`src/rtl/mc_pkg.sv`:
```
// Shared constants and types for the MIPS-lite multicycle controller.
package mc_pkg;

    typedef enum logic [3:0] {
        S_RST    = 4'd0,
        S_FETCH  = 4'd1,
        S_DECODE = 4'd2,
        S_EXEC   = 4'd3,
        S_MEMACC = 4'd4,
        S_WB     = 4'd5,
        S_BRANCH = 4'd6,
        S_JUMP   = 4'd7,
        S_HALT   = 4'd8
    } state_e;

    typedef enum logic [3:0] {
        CLS_RTYPE,
        CLS_ORI,
        CLS_LUI,
        CLS_LW,
        CLS_SW,
        CLS_BEQ,
        CLS_J,
        CLS_JAL,
        CLS_ILL
    } iclass_e;

    localparam logic [5:0] OP_RTYPE = 6'h00;
    localparam logic [5:0] OP_J     = 6'h02;
    localparam logic [5:0] OP_JAL   = 6'h03;
    localparam logic [5:0] OP_BEQ   = 6'h04;
    localparam logic [5:0] OP_ORI   = 6'h0D;
    localparam logic [5:0] OP_LUI   = 6'h0F;
    localparam logic [5:0] OP_LW    = 6'h23;
    localparam logic [5:0] OP_SW    = 6'h2B;
    localparam logic [5:0] FN_ADDU  = 6'h21;
    localparam logic [5:0] FN_SUBU  = 6'h23;

    localparam logic [2:0] ALU_ADD   = 3'd0;
    localparam logic [2:0] ALU_SUB   = 3'd1;
    localparam logic [2:0] ALU_OR    = 3'd2;
    localparam logic [2:0] ALU_LUI   = 3'd3;
    localparam logic [2:0] ALU_FUNCT = 3'd4;

    localparam logic [1:0] PC_SEQ    = 2'd0;
    localparam logic [1:0] PC_BRANCH = 2'd1;
    localparam logic [1:0] PC_JUMP   = 2'd2;

    localparam logic [1:0] SRCB_RT   = 2'd0;
    localparam logic [1:0] SRCB_FOUR = 2'd1;
    localparam logic [1:0] SRCB_SEXT = 2'd2;
    localparam logic [1:0] SRCB_ZEXT = 2'd3;

    localparam int unsigned WAIT_W = 8;

    // States that own the memory port and are subject to the timeout.
    function automatic logic is_mem_state(input state_e s);
        return (s == S_FETCH) || (s == S_MEMACC);
    endfunction

endpackage

```
`src/rtl/mc_decode.sv`:
```
// Opcode/funct classifier for mc_ctrl; jal is legal only with MC_CTRL_JAL_EN.
module mc_decode
    import mc_pkg::*;
(
    input  logic [5:0] opcode_i,
    input  logic [5:0] funct_i,
    output iclass_e    cls_o,
    output logic       illegal_o
);

    always_comb begin
        cls_o = CLS_ILL;
        case (opcode_i)
            OP_RTYPE: begin
                if ((funct_i == FN_ADDU) || (funct_i == FN_SUBU)) begin
                    cls_o = CLS_RTYPE;
                end
            end
            OP_ORI: cls_o = CLS_ORI;
            OP_LUI: cls_o = CLS_LUI;
            OP_LW:  cls_o = CLS_LW;
            OP_SW:  cls_o = CLS_SW;
            OP_BEQ: cls_o = CLS_BEQ;
            OP_J:   cls_o = CLS_J;
`ifdef MC_CTRL_JAL_EN
            OP_JAL: cls_o = CLS_JAL;
`else
            OP_JAL: cls_o = CLS_ILL;
`endif
            default: cls_o = CLS_ILL;
        endcase
        illegal_o = (cls_o == CLS_ILL);
    end

endmodule

```
`src/rtl/mc_ctrl.sv`:
```
// Multicycle control FSM for the MIPS-lite core with retire counter and memory timeout.
// Optional jal support (link write to $31) is enabled by defining MC_CTRL_JAL_EN.
module mc_ctrl
    import mc_pkg::*;
#(
    parameter int unsigned CNT_W       = 32,
    parameter int unsigned MEM_TIMEOUT = 255
) (
    input  logic             clk,
    input  logic             rst,
    input  logic [5:0]       opcode,
    input  logic [5:0]       funct,
    input  logic             alu_zero,
    input  logic             mem_ready,
    output logic             mem_req,
    output logic             mem_we,
    output logic             iord,
    output logic             ir_write,
    output logic             pc_write,
    output logic [1:0]       pc_src,
    output logic             alu_src_a,
    output logic [1:0]       alu_src_b,
    output logic [2:0]       alu_op,
    output logic             gpr_write_enable,
    output logic             reg_dst,
    output logic             mem_to_reg,
    output logic             halted,
    output logic             bus_fault,
    output logic             link_sel,
    output logic [CNT_W-1:0] retired
);

    // Last wait count before the next missed mem_ready becomes a fault.
    localparam logic [WAIT_W-1:0] WAIT_LAST = WAIT_W'(MEM_TIMEOUT - 1);

    state_e             state_q, state_d;
    logic [WAIT_W-1:0]  wait_q, wait_d;
    logic               bus_fault_q, bus_fault_d;
    logic [CNT_W-1:0]   retired_q, retired_d;
    logic               retire_c;
    logic               timeout_c;
    iclass_e            cls;
    logic               illegal;

    mc_decode u_decode (
        .opcode_i  (opcode),
        .funct_i   (funct),
        .cls_o     (cls),
        .illegal_o (illegal)
    );

    always_ff @(posedge clk or negedge rst) begin
        if (!rst) begin
            state_q     <= S_RST;
            wait_q      <= '0;
            bus_fault_q <= 1'b0;
            retired_q   <= '0;
        end else begin
            state_q     <= state_d;
            wait_q      <= wait_d;
            bus_fault_q <= bus_fault_d;
            retired_q   <= retired_d;
        end
    end

    always_comb begin
        state_d   = state_q;
        retire_c  = 1'b0;
        timeout_c = is_mem_state(state_q) && !mem_ready && (wait_q == WAIT_LAST);
        case (state_q)
            S_RST:    state_d = S_FETCH;
            S_FETCH: begin
                if (mem_ready) begin
                    state_d = S_DECODE;
                end else if (timeout_c) begin
                    state_d = S_HALT;
                end
            end
            S_DECODE: begin
                if (illegal) begin
                    state_d = S_HALT;
                end else begin
                    case (cls)
                        CLS_BEQ:        state_d = S_BRANCH;
                        CLS_J, CLS_JAL: state_d = S_JUMP;
                        default:        state_d = S_EXEC;
                    endcase
                end
            end
            S_EXEC: begin
                state_d = ((cls == CLS_LW) || (cls == CLS_SW)) ? S_MEMACC : S_WB;
            end
            S_MEMACC: begin
                if (mem_ready) begin
                    if (cls == CLS_SW) begin
                        retire_c = 1'b1;
                        state_d  = S_FETCH;
                    end else begin
                        state_d  = S_WB;
                    end
                end else if (timeout_c) begin
                    state_d = S_HALT;
                end
            end
            S_WB, S_BRANCH, S_JUMP: begin
                retire_c = 1'b1;
                state_d  = S_FETCH;
            end
            S_HALT:   state_d = S_HALT;
            default:  state_d = S_HALT;
        endcase

        // Wait counter restarts whenever a memory-owning state is freshly entered.
        if (is_mem_state(state_d) && (state_d != state_q)) begin
            wait_d = '0;
        end else if (is_mem_state(state_q) && !mem_ready) begin
            wait_d = wait_q + WAIT_W'(1);
        end else begin
            wait_d = wait_q;
        end

        bus_fault_d = bus_fault_q | timeout_c;
        retired_d   = retire_c ? (retired_q + CNT_W'(1)) : retired_q;
    end

    always_comb begin
        mem_req          = 1'b0;
        mem_we           = 1'b0;
        iord             = 1'b0;
        ir_write         = 1'b0;
        pc_write         = 1'b0;
        pc_src           = PC_SEQ;
        alu_src_a        = 1'b0;
        alu_src_b        = SRCB_RT;
        alu_op           = ALU_ADD;
        gpr_write_enable = 1'b0;
        reg_dst          = 1'b0;
        mem_to_reg       = 1'b0;
        halted           = 1'b0;
        link_sel         = 1'b0;
        case (state_q)
            S_FETCH: begin
                mem_req   = 1'b1;
                alu_src_b = SRCB_FOUR;
                alu_op    = ALU_ADD;
                ir_write  = mem_ready;
                pc_write  = mem_ready;
                pc_src    = PC_SEQ;
            end
            S_DECODE: begin
                alu_src_b = SRCB_SEXT;
                alu_op    = ALU_ADD;
            end
            S_EXEC: begin
                alu_src_a = 1'b1;
                case (cls)
                    CLS_RTYPE: begin
                        alu_src_b = SRCB_RT;
                        alu_op    = ALU_FUNCT;
                    end
                    CLS_ORI: begin
                        alu_src_b = SRCB_ZEXT;
                        alu_op    = ALU_OR;
                    end
                    CLS_LUI: begin
                        alu_src_b = SRCB_ZEXT;
                        alu_op    = ALU_LUI;
                    end
                    default: begin
                        alu_src_b = SRCB_SEXT;
                        alu_op    = ALU_ADD;
                    end
                endcase
            end
            S_MEMACC: begin
                mem_req = 1'b1;
                iord    = 1'b1;
                mem_we  = (cls == CLS_SW);
            end
            S_WB: begin
                gpr_write_enable = 1'b1;
                reg_dst          = (cls == CLS_RTYPE);
                mem_to_reg       = (cls == CLS_LW);
            end
            S_BRANCH: begin
                alu_src_a = 1'b1;
                alu_src_b = SRCB_RT;
                alu_op    = ALU_SUB;
                pc_write  = alu_zero;
                pc_src    = PC_BRANCH;
            end
            S_JUMP: begin
                pc_write = 1'b1;
                pc_src   = PC_JUMP;
`ifdef MC_CTRL_JAL_EN
                if (cls == CLS_JAL) begin
                    gpr_write_enable = 1'b1;
                    link_sel         = 1'b1;
                end
`endif
            end
            S_HALT:  halted = 1'b1;
            default: ;
        endcase
    end

    assign bus_fault = bus_fault_q;
    assign retired   = retired_q;

endmodule

```
`config.mk`:
```
export PLATFORM = sky130hd
export DESIGN_NAME = mc_ctrl
export DESIGN_NICKNAME = d
export VERILOG_FILES = /design/src/rtl/mc_pkg.sv /design/src/rtl/mc_decode.sv /design/src/rtl/mc_ctrl.sv
export SDC_FILE = /design/constraint.sdc
export NUM_CORES = 1
export LEC_CHECK = 0
export ABC_AREA = 1
export BUFFER_PORTS_ARGS = -buffer_cell sky130_fd_sc_hd__buf_2
export CORE_AREA = 2 2 107 109
export DETAILED_ROUTE_END_ITERATION = 10
export DIE_AREA = 0 0 109 111
export GPL_TIMING_DRIVEN = 0
export PLACE_DENSITY = 0.54
export SETUP_SLACK_MARGIN = 0.5
export SYNTH_ARGS = -nofsm -noshare
export SYNTH_HDL_FRONTEND = slang
export SYNTH_SLANG_ARGS = --single-unit
```
`constraint.sdc`:
```
create_clock -name clk -period 1.96 [get_ports clk]
set_input_delay 0.098 -clock clk [delete_from_list [all_inputs] [get_ports clk]]
set_output_delay 0.098 -clock clk [all_outputs]
set_load 0.03 [all_outputs]
```
==> results.sh, run 1 <==
export IMPL_num_vias=3239
export IMPL_stdcell_count=689
export IMPL_drtIter0Drc=150
export IMPL_drc=0
export IMPL_comb_power_share=0.422
export IMPL_fin_ws_ns=0.222
export IMPL_ys_ff_latch=45
export IMPL_p_clk_frac=0.252
export IMPL_cp_arrival_ns=1.64
export IMPL_hold_ws_ns=-0.0106
export IMPL_fin_util=0.449
export IMPL_synth_async_reset_ratio=1.00
export IMPL_cap_viol_max_count=0
export IMPL_synth_main_ff_cell="dfrtp_1"
export IMPL_row_count=39
export IMPL_path_clk_slew_ns=0.07
export IMPL_portBuffers=64
export IMPL_min_period_ns=1.74
export IMPL_synth_edf_count=0
export IMPL_critPathKind="flop to output pin"
export IMPL_p_leak_nw=2.37
export IMPL_post_dp_hpwl_mm=6.01
export IMPL_clk_latency_ns=0.29
export IMPL_power_density_nw_per_um2=802
export IMPL_area_growth_pct=67.2
export IMPL_grt_max_degree=46
export IMPL_antenna_found_initial=0
export IMPL_antennaDiodeCount=0
export IMPL_synth_warnings=0
export IMPL_syn_cell_area_sq_um=2980
export IMPL_worstSetupStartpointType="flop"
export IMPL_p_switching_mw=1.60
export IMPL_violations="negative hold slack"
export IMPL_ioPinCount=67
export IMPL_setup_tns_final_ns=0
export IMPL_slew_headroom=0.314
export IMPL_dieArea_sq_um=12100
export IMPL_initial_utilization=0.269
export IMPL_p_int_mw=2.39
export IMPL_peakVddDrop_mv=0.486
export IMPL_timing_final_crit_share=0.887
export IMPL_grt_pass1_wl_mm=14.2
export IMPL_die_y_um=111
export IMPL_fp_dieW_um=109
export IMPL_setup_worst_path_end_class="output pin"
export IMPL_outcome="finished with violations"
export IMPL_cts_sinks=45
export IMPL_cts_max_level=2
export IMPL_max_freq_ghz=0.575
export IMPL_drive_gt1_frac=0.568
export IMPL_detail_route_antenna_nets=0
export IMPL_grt_pass1_vias=3064
export IMPL_cts_tree="built"
export IMPL_setup_violations=0
export IMPL_switching_share=0.401
export IMPL_p_seq_frac=0.326
export IMPL_crit_fanout=5
export IMPL_synthDistinctLibCells=34
export IMPL_synth_nets=428
export IMPL_placed_cells=616
export IMPL_syn_area_per_cell_sq_um=7.28
export IMPL_cts_made_buffers=5
export IMPL_overflow=0
export IMPL_synth_area_top_cells="dfrtp_1 38%, nand2_1 13%, xor2_1 9.1%"
export IMPL_postCtsHoldBufs=0
export IMPL_stdcell_area_sq_um=4980
export IMPL_rsz0062_at_grt="yes"
export IMPL_synth_top_area_frac=0.378
export IMPL_layout_nets=564
export IMPL_cts_root_buf="clkbuf_16"
export IMPL_hold_viol_final=15
export IMPL_post_drt_wl_per_cell_um=14.2
export IMPL_yosysTopAreaCell="dfrtp_1"
export IMPL_firstDrtPassIters=4
export IMPL_synthCells=409
export IMPL_hold_path_class="input pin to asynchronous set/reset pin"
export IMPL_wl_mm=9.75
export IMPL_place_congestion=0.878
export IMPL_tightest_slew_ns=1.03
export IMPL_skew_ns=0.0112
export IMPL_grtUsageTotal=0.146
export IMPL_synth_yosys_seq_area_share=0.378
export IMPL_drv_slew=0
export IMPL_coreArea_sq_um=11100
export IMPL_pre_cts_ws_ns=0.139
export IMPL_crit_required_ns=1.86
export IMPL_p_total_mw=3.99
export IMPL_clockBufferDepth=2
export IMPL_dpl_instance_area_sq_um=3590
export IMPL_via_per_inst=4.70
## final cells by class
| type | count | area [sq um] |
|---|---|---|
| fillers | 1040 | 6100 |
| multi-input cells | 306 | 2200 |
| flip-flops and latches | 45 | 1160 |
| repair buffers | 129 | 997 |
| inverters | 53 | 214 |
| well taps | 143 | 179 |
| clock buffers | 7 | 143 |
| plain buffers | 5 | 60.1 |
| clock inverters | 1 | 30.0 |
## power groups by stage
stage / combinational (mW) / clock [mW] / sequential (mW)
detailed placement: 1.19 / 0 / 1.31
CTS: 1.45 / 1.02 / 1.30
global placement: 1.17 / 0 / 1.30
finish: 1.68 / 1.01 / 1.30
floorplan: 0.675 / 0 / 1.49
global route: 1.83 / 1.07 / 1.32
## synth_stat cells, types with 3 or more instances
master,n
nor3_1,15
nand2_1,107
inv_1,46
xor2_1,31
nand4_1,11
a21oi_1,4
nor2_2,17
nor4_1,3
o21ai_0,15
nand3_1,20
nand2_2,5
ha_1,3
dfrtp_1,45
nor2_1,51
inv_2,7
xnor2_1,5
## flip-flops by register name, summed over array words and instances (netlist names)
signal     cells
state_q        4
wait_q         8
bus_fault      1
retired       32
## critical path: stages, from the launching register on
cell     delay, ns
dfrtp_2       0.46
nor2_4        0.20
buf_6         0.14
inv_6         0.04
nor3_4        0.18
inv_1         0.07
o21ai_1       0.08
buf_4         0.17
## final timing paths
path                                            to  slack, ns                 start  cells past startpoint
setup / recovery                         alu_op[0]       0.22  state_q[3]$_DFF_PN0_                      7
hold / removal              retired[1]$_DFFE_PN0P_      -0.01                   rst                      1
setup reg to reg             wait_q[3]$_DFFE_PN0P_       0.24  state_q[3]$_DFF_PN0_                     12
hold reg to reg                bus_fault$_DFF_PN0_       0.48   bus_fault$_DFF_PN0_                      2
max in group asynchronous  retired[18]$_DFFE_PN0P_       1.27                   rst                      1
min in group clk              state_q[1]$_DFF_PN0_       0.20              funct[4]                      4
## per-layer routing
| layer | up-vias | GRT usage | routed length (um) |
|---|---|---|---|
| met3 | 28 | 0.0253 | 403 |
| li1 | 1562 | - | - |
| met4 | 0 | 0.0547 | 344 |
| met5 | - | 0 | 0 |
| met2 | 101 | 0.255 | 5140 |
| met1 | 1548 | 0.176 | 3860 |
## cells by family (layout without fill, tap and decap cells)
| logic type | after synthesis | count (layout) | share of synthesized area |
|---|---|---|---|
| compound gates | 25 | 25 | 0.0450 |
| flops | 45 | 45 | 0.378 |
| fa+ha+maj | 3 | 3 | 0.0126 |
| buf+inv | 58 | 195 | 0.0773 |
| simple gates | 241 | 241 | 0.380 |
| xor+xnor | 36 | 36 | 0.106 |
| other cells | 1 | 1 | 0.00126 |
## cell usage in the layout, fill, tap and decap left out, types with 6 or more instances in the layout
master	count
dfrtp_2	26
buf_4	52
o21ai_1	11
buf_2	47
inv_2	14
nand4_1	11
nand2_2	23
inv_1	34
nand3_1	10
buf_6	29
nor2_2	30
xor2_1	28
nor2_4	20
nand2_1	81
nand3_2	7
nor2_1	20
nor3_4	9
dfrtp_1	19
clkbuf_16	6
nand2_4	9
## timing repair
action | CTS | global route
buffers inserted | 30 | 34
endpoints found under the setup margin | 54 | 56
pin swaps | 31 | 46
gates resized for setup | 100 | 106
cloned | 0 | 1
No activity file was read; power rests on OpenSTA's default activity.
==> inputs of run 2 (changes only) <==
Settings changed: CELL_PAD_IN_SITES_DETAIL_PLACEMENT from default to 1, CELL_PAD_IN_SITES_GLOBAL_PLACEMENT from default to 1, PLACE_DENSITY 0.54 to 0.68.
==> results.sh, run 2 (same netlist as run 1, synthesis figures left out) <==
export IMPL_firstDrtPassIters=4
export IMPL_post_drt_wl_per_cell_um=16.7
export IMPL_post_dp_hpwl_mm=6.92
export IMPL_setup_violations=0
export IMPL_layout_commonest_cell="nand2_1"
export IMPL_largest_reg_flops=32
export IMPL_final_cell_mix="84 x nand2_1, 70 x buf_4, 49 x buf_2"
export IMPL_postCtsHoldBufs=0
export IMPL_nFillCells=1325
export IMPL_portBuffers=64
export IMPL_die_y_um=111
export IMPL_hold_viol_final=16
export IMPL_multi_input_area_sq_um=2190
export IMPL_crit_fanout=4
export IMPL_critPathKind="flop to output pin"
export IMPL_min_period_ns=1.78
export IMPL_grt_pass1_wl_mm=16.4
export IMPL_dpl_instance_area_sq_um=3590
export IMPL_max_freq_ghz=0.562
export IMPL_ioPinCount=67
export IMPL_peakVddDrop_mv=0.550
export IMPL_power_density_nw_per_um2=795
export IMPL_drv_slew=0
export IMPL_stdcell_area_sq_um=4980
export IMPL_antenna_found_initial=0
export IMPL_skew_ns=0.0105
export IMPL_ff2ff_setup_slack_ns=0.22
export IMPL_max_stage_delay_ns=0.46
export IMPL_num_vias=3282
export IMPL_layout_nets=572
export IMPL_cts_tree="built"
export IMPL_dieArea_sq_um=12100
export IMPL_wl_mm=11.6
export IMPL_cts_max_level=2
export IMPL_slew_headroom=0.293
export IMPL_detail_route_antenna_nets=0
export IMPL_crit_path_frequent_cell="buf_4"
export IMPL_hold_path_class="input pin to asynchronous set/reset pin"
export IMPL_drive_gt1_frac=0.574
export IMPL_cts_made_buffers=5
export IMPL_crit_required_ns=1.86
export IMPL_timing_final_crit_share=0.907
export IMPL_grtUsageTotal=0.169
export IMPL_via_per_inst=4.71
export IMPL_setup_tns_final_ns=0
export IMPL_initial_utilization=0.269
export IMPL_worstSetupStartpointType="flop"
export IMPL_violations="negative hold slack"
export IMPL_hold_ws_ns=-0.00734
export IMPL_cpLargestDelayFamily="buffers and inverters"
export IMPL_rsz0062_at_grt="yes"
export IMPL_antennaDiodeCount=0
export IMPL_crit_buf_inv=4
export IMPL_cap_viol_max_count=0
export IMPL_overflow=0
export IMPL_cts_sinks=45
export IMPL_clockBufferDepth=2
export IMPL_path_clk_slew_ns=0.07
export IMPL_clk_latency_ns=0.30
export IMPL_outcome="finished with violations"
export IMPL_cts_root_buf="clkbuf_16"
export IMPL_area_growth_pct=67.5
export IMPL_p_leak_nw=2.40
export IMPL_setup_worst_path_end_class="output pin"
export IMPL_grt_pass1_vias=3382
export IMPL_crit_chain="clkinvlp_4 > buf_4 > nor3_4 > inv_1 > o21ai_0 > buf_4"
export IMPL_cp_arrival_ns=1.68
export IMPL_crit_slowest_cell="dfrtp_2"
export IMPL_tightest_slew_ns=1.06
export IMPL_place_congestion=0.847
export IMPL_drtIter0Drc=79
export IMPL_fp_dieW_um=109
export IMPL_coreArea_sq_um=11100
export IMPL_drc=0
export IMPL_grt_max_degree=46
export IMPL_seq_area_sq_um=1160
export IMPL_row_count=39
[run 2: final timing paths]
kind / startpoint / end / cells after the start
worst min register to register: bus_fault$_DFF_PN0_ / bus_fault$_DFF_PN0_ / 2
max in group asynchronous: rst / retired[13]$_DFFE_PN0P_ / 1
worst max register to register: state_q[2]$_DFF_PN0_ / wait_q[2]$_DFFE_PN0P_ / 8
min in group clk: funct[4] / state_q[1]$_DFF_PN0_ / 4
worst min-delay path: rst / retired[28]$_DFFE_PN0P_ / 1
worst max-delay path: state_q[1]$_DFF_PN0_ / alu_op[0] / 6
[run 2: layout make-up]
class                      count  area share
buffer                         5      0.0113
clock buffer                   6      0.0259
sequential                    45       0.234
timing repair buffer         137       0.201
multi-input combinational    306       0.440
clock inverter                 2     0.00703
tap                          143      0.0359
inverter                      53      0.0447
[run 2: worst reg2reg max path: cells and delay by family (launching register included)]
family	cells	cell delay, ns
simple gates	7	1.03
flops	1	0.45
buf+inv	1	0.14
[run 2: layer usage]
layer / GRT usage / wire, um / vias up
met4: 0.0393 / 376 / 0
met3: 0.0253 / 446 / 27
li1: - / - / 1576
met5: 0 / 0 / -
met2: 0.316 / 6290 / 71
met1: 0.197 / 4500 / 1608
[run 2: timing repair]
item / CTS / global route
resized for setup: 96 / 101
pin swaps: 29 / 55
cloned: 0 / 1
setup buffers: 37 / 35
endpoints found under the setup margin: 56 / 57
[run 2: through the flow]
stage          total power [mW]  worst slack, ns  instances   util
2_1_floorplan              2.16            0.334        409      -
3_3_place_gp               2.46           0.0887        616  0.324
3_5_place_dp               2.52           0.0780        616  0.324
4_1_cts                    3.75            0.239        661  0.394
5_1_grt                    4.18           0.0890        697  0.450
6_report                   3.96            0.181        697  0.450
[run 2: power breakdown]
group	internal [mW]	switching (mW)	total, mW	leakage, nW
sequential	1.10	0.218	1.32	0.526
combinational	0.625	1.04	1.66	1.79
clock	0.601	0.382	0.983	0.0808
total	2.33	1.64	3.96	2.40
==> inputs of run 3 (changes only) <==
Settings changed: CAP_MARGIN from default to 10, CORE_AREA 2 2 107 109 to 2 2 91 93, DIE_AREA 0 0 109 111 to 0 0 93 95, PLACE_DENSITY 0.68 to 0.87.
Clock period 1.96 ns to 1.95 ns, I/O delays scaled along.
==> results.sh, run 3 (same netlist as run 1, synthesis figures left out) <==
export IMPL_outcome="finished with violations"
export IMPL_violations="negative hold slack, negative setup slack"
export IMPL_grt_pass1_vias=3772
export IMPL_layout_commonest_cell="buf_4"
export IMPL_crit_start="state_q[3]$_DFF_PN0_"
export IMPL_p_leak_nw=2.72
export IMPL_reg2reg_depth=9
export IMPL_wl_mm=19.0
export IMPL_p_total_mw=4.31
export IMPL_crit_required_ns=2.15
export IMPL_coreArea_sq_um=7930
export IMPL_slew_headroom=0.288
export IMPL_dieArea_sq_um=8840
export IMPL_cts_made_buffers=5
export IMPL_via_per_inst=5.82
export IMPL_cp_arrival_ns=2.29
export IMPL_area_growth_pct=85.1
export IMPL_grt_pass1_wl_mm=19.6
export IMPL_crit_end="retired[27]$_DFFE_PN0P_"
export IMPL_crit_path_frequent_cell="buf_6"
export IMPL_row_count=33
export IMPL_crit_slowest_cell="dfrtp_2"
export IMPL_antenna_found_initial=1
export IMPL_drtIter0Drc=232
export IMPL_drc=0
export IMPL_fin_ws_ns=-0.132
export IMPL_die_y_um=95
export IMPL_num_vias=4009
export IMPL_drive_gt1_frac=0.671
export IMPL_worstSetupStartpointType="flop"
export IMPL_grtUsageTotal=0.293
export IMPL_timing_final_crit_share=1.07
export IMPL_place_congestion=0.843
export IMPL_cap_viol_max_count=0
export IMPL_layout_nets=602
export IMPL_overflow=0
export IMPL_final_cell_mix="76 x buf_4, 65 x nand2_1, 46 x buf_2"
export IMPL_cts_max_level=2
export IMPL_cts_sinks=45
export IMPL_ioPinCount=67
export IMPL_placed_cells=578
export IMPL_tightest_slew_ns=1.07
export IMPL_largest_reg_flops=32
export IMPL_cp_depth=9
export IMPL_path_clk_slew_ns=0.10
export IMPL_rsz0062_at_grt="yes"
export IMPL_detail_route_antenna_nets=0
export IMPL_postCtsHoldBufs=0
export IMPL_power_density_nw_per_um2=782
export IMPL_fin_util=0.695
export IMPL_portBuffers=64
export IMPL_skew_ns=0.0108
export IMPL_crit_fanout=4
export IMPL_setup_violations=11
export IMPL_max_stage_delay_ns=0.50
export IMPL_fp_dieW_um=93
export IMPL_critPathKind="flop to flop"
export IMPL_crit_chain="nor2_4 > buf_6 > buf_6 > nand2_8 > buf_6 > nor3_4 > nand2_2 > o21ai_1 > nand2_1"
export IMPL_max_freq_ghz=0.480
export IMPL_hold_path_class="input pin to asynchronous set/reset pin"
export IMPL_post_drt_wl_per_cell_um=27.6
export IMPL_cpLargestDelayFamily="simple AND/OR/NAND/NOR gates"
export IMPL_setup_worst_path_end_class="flop"
export IMPL_min_period_ns=2.08
export IMPL_firstDrtPassIters=5
export IMPL_post_dp_hpwl_mm=6.64
export IMPL_hold_ws_ns=-0.0534
export IMPL_drv_slew=0
export IMPL_dpl_instance_area_sq_um=3540
export IMPL_grt_max_degree=46
export IMPL_stdcell_count=689
export IMPL_r2r_end="retired[27]$_DFFE_PN0P_"
export IMPL_stdcell_area_sq_um=5510
export IMPL_hold_viol_final=45
export IMPL_peakVddDrop_mv=0.566
export IMPL_pre_cts_ws_ns=0.0162
export IMPL_crit_buf_inv=3
export IMPL_antennaDiodeCount=0
export IMPL_cts_root_buf="clkbuf_8"
export IMPL_nFillCells=886
export IMPL_clockBufferDepth=2
export IMPL_rr_startpoint="state_q[3]$_DFF_PN0_"
export IMPL_ff2ff_setup_slack_ns=-0.13
export IMPL_cts_tree="built"
export IMPL_initial_utilization=0.375
export IMPL_clk_latency_ns=0.33
[run 3: cell type report]
cell class,instances,area [sq um],area share
timing repair buffer,167,1350,0.244
inverter,53,230,0.0418
multi-input combinational,306,2450,0.445
tap,105,131,0.0238
clock buffer,7,86.3,0.0157
buffer,5,72.6,0.0132
clock inverter,1,30.0,0.00545
sequential,45,1160,0.211
[run 3: metal layers]
layer  share of wire  global-route usage  wire, um
met1            0.34               0.304      6410
met2            0.51               0.574      9770
met3           0.062              0.0399      1170
met4           0.087               0.143      1650
met5         0.00068                   0        13
[run 3: where the power goes]
group          switching, mW  internal, mW  leakage, nW  total, mW
combinational           1.34         0.791         2.14       2.13
sequential             0.270          1.10        0.526       1.37
clock                  0.387         0.419       0.0585      0.806
total                   2.00          2.31         2.72       4.31
[run 3: worst min-delay path by stage]
stage | slack [ns] | startpoint | to
final | -0.05 | rst | retired[11]$_DFFE_PN0P_
after global routing | 0.02 | rst | retired[11]$_DFFE_PN0P_
after CTS | 0.001 | rst | retired[2]$_DFFE_PN0P_
after detailed placement | 0.34 | rst | retired[2]$_DFFE_PN0P_
after global placement | 0.32 | rst | retired[11]$_DFFE_PN0P_
after floorplan | -0.20 | rst | bus_fault$_DFF_PN0_
[run 3: repair_timing]
item	in CTS	in global routing
resized for setup	157	140
setup buffers	48	53
setup endpoints to repair	56	59
pin swaps	52	59
cloned	1	1
[run 3: through the flow]
step,TNS (ns),hold WS [ns]
floorplan,0,-0.198
global placement,0,0.325
detailed placement,0,0.336
CTS,0,0.00137
global route,-0.668,0.0167
finish,-0.258,-0.0534
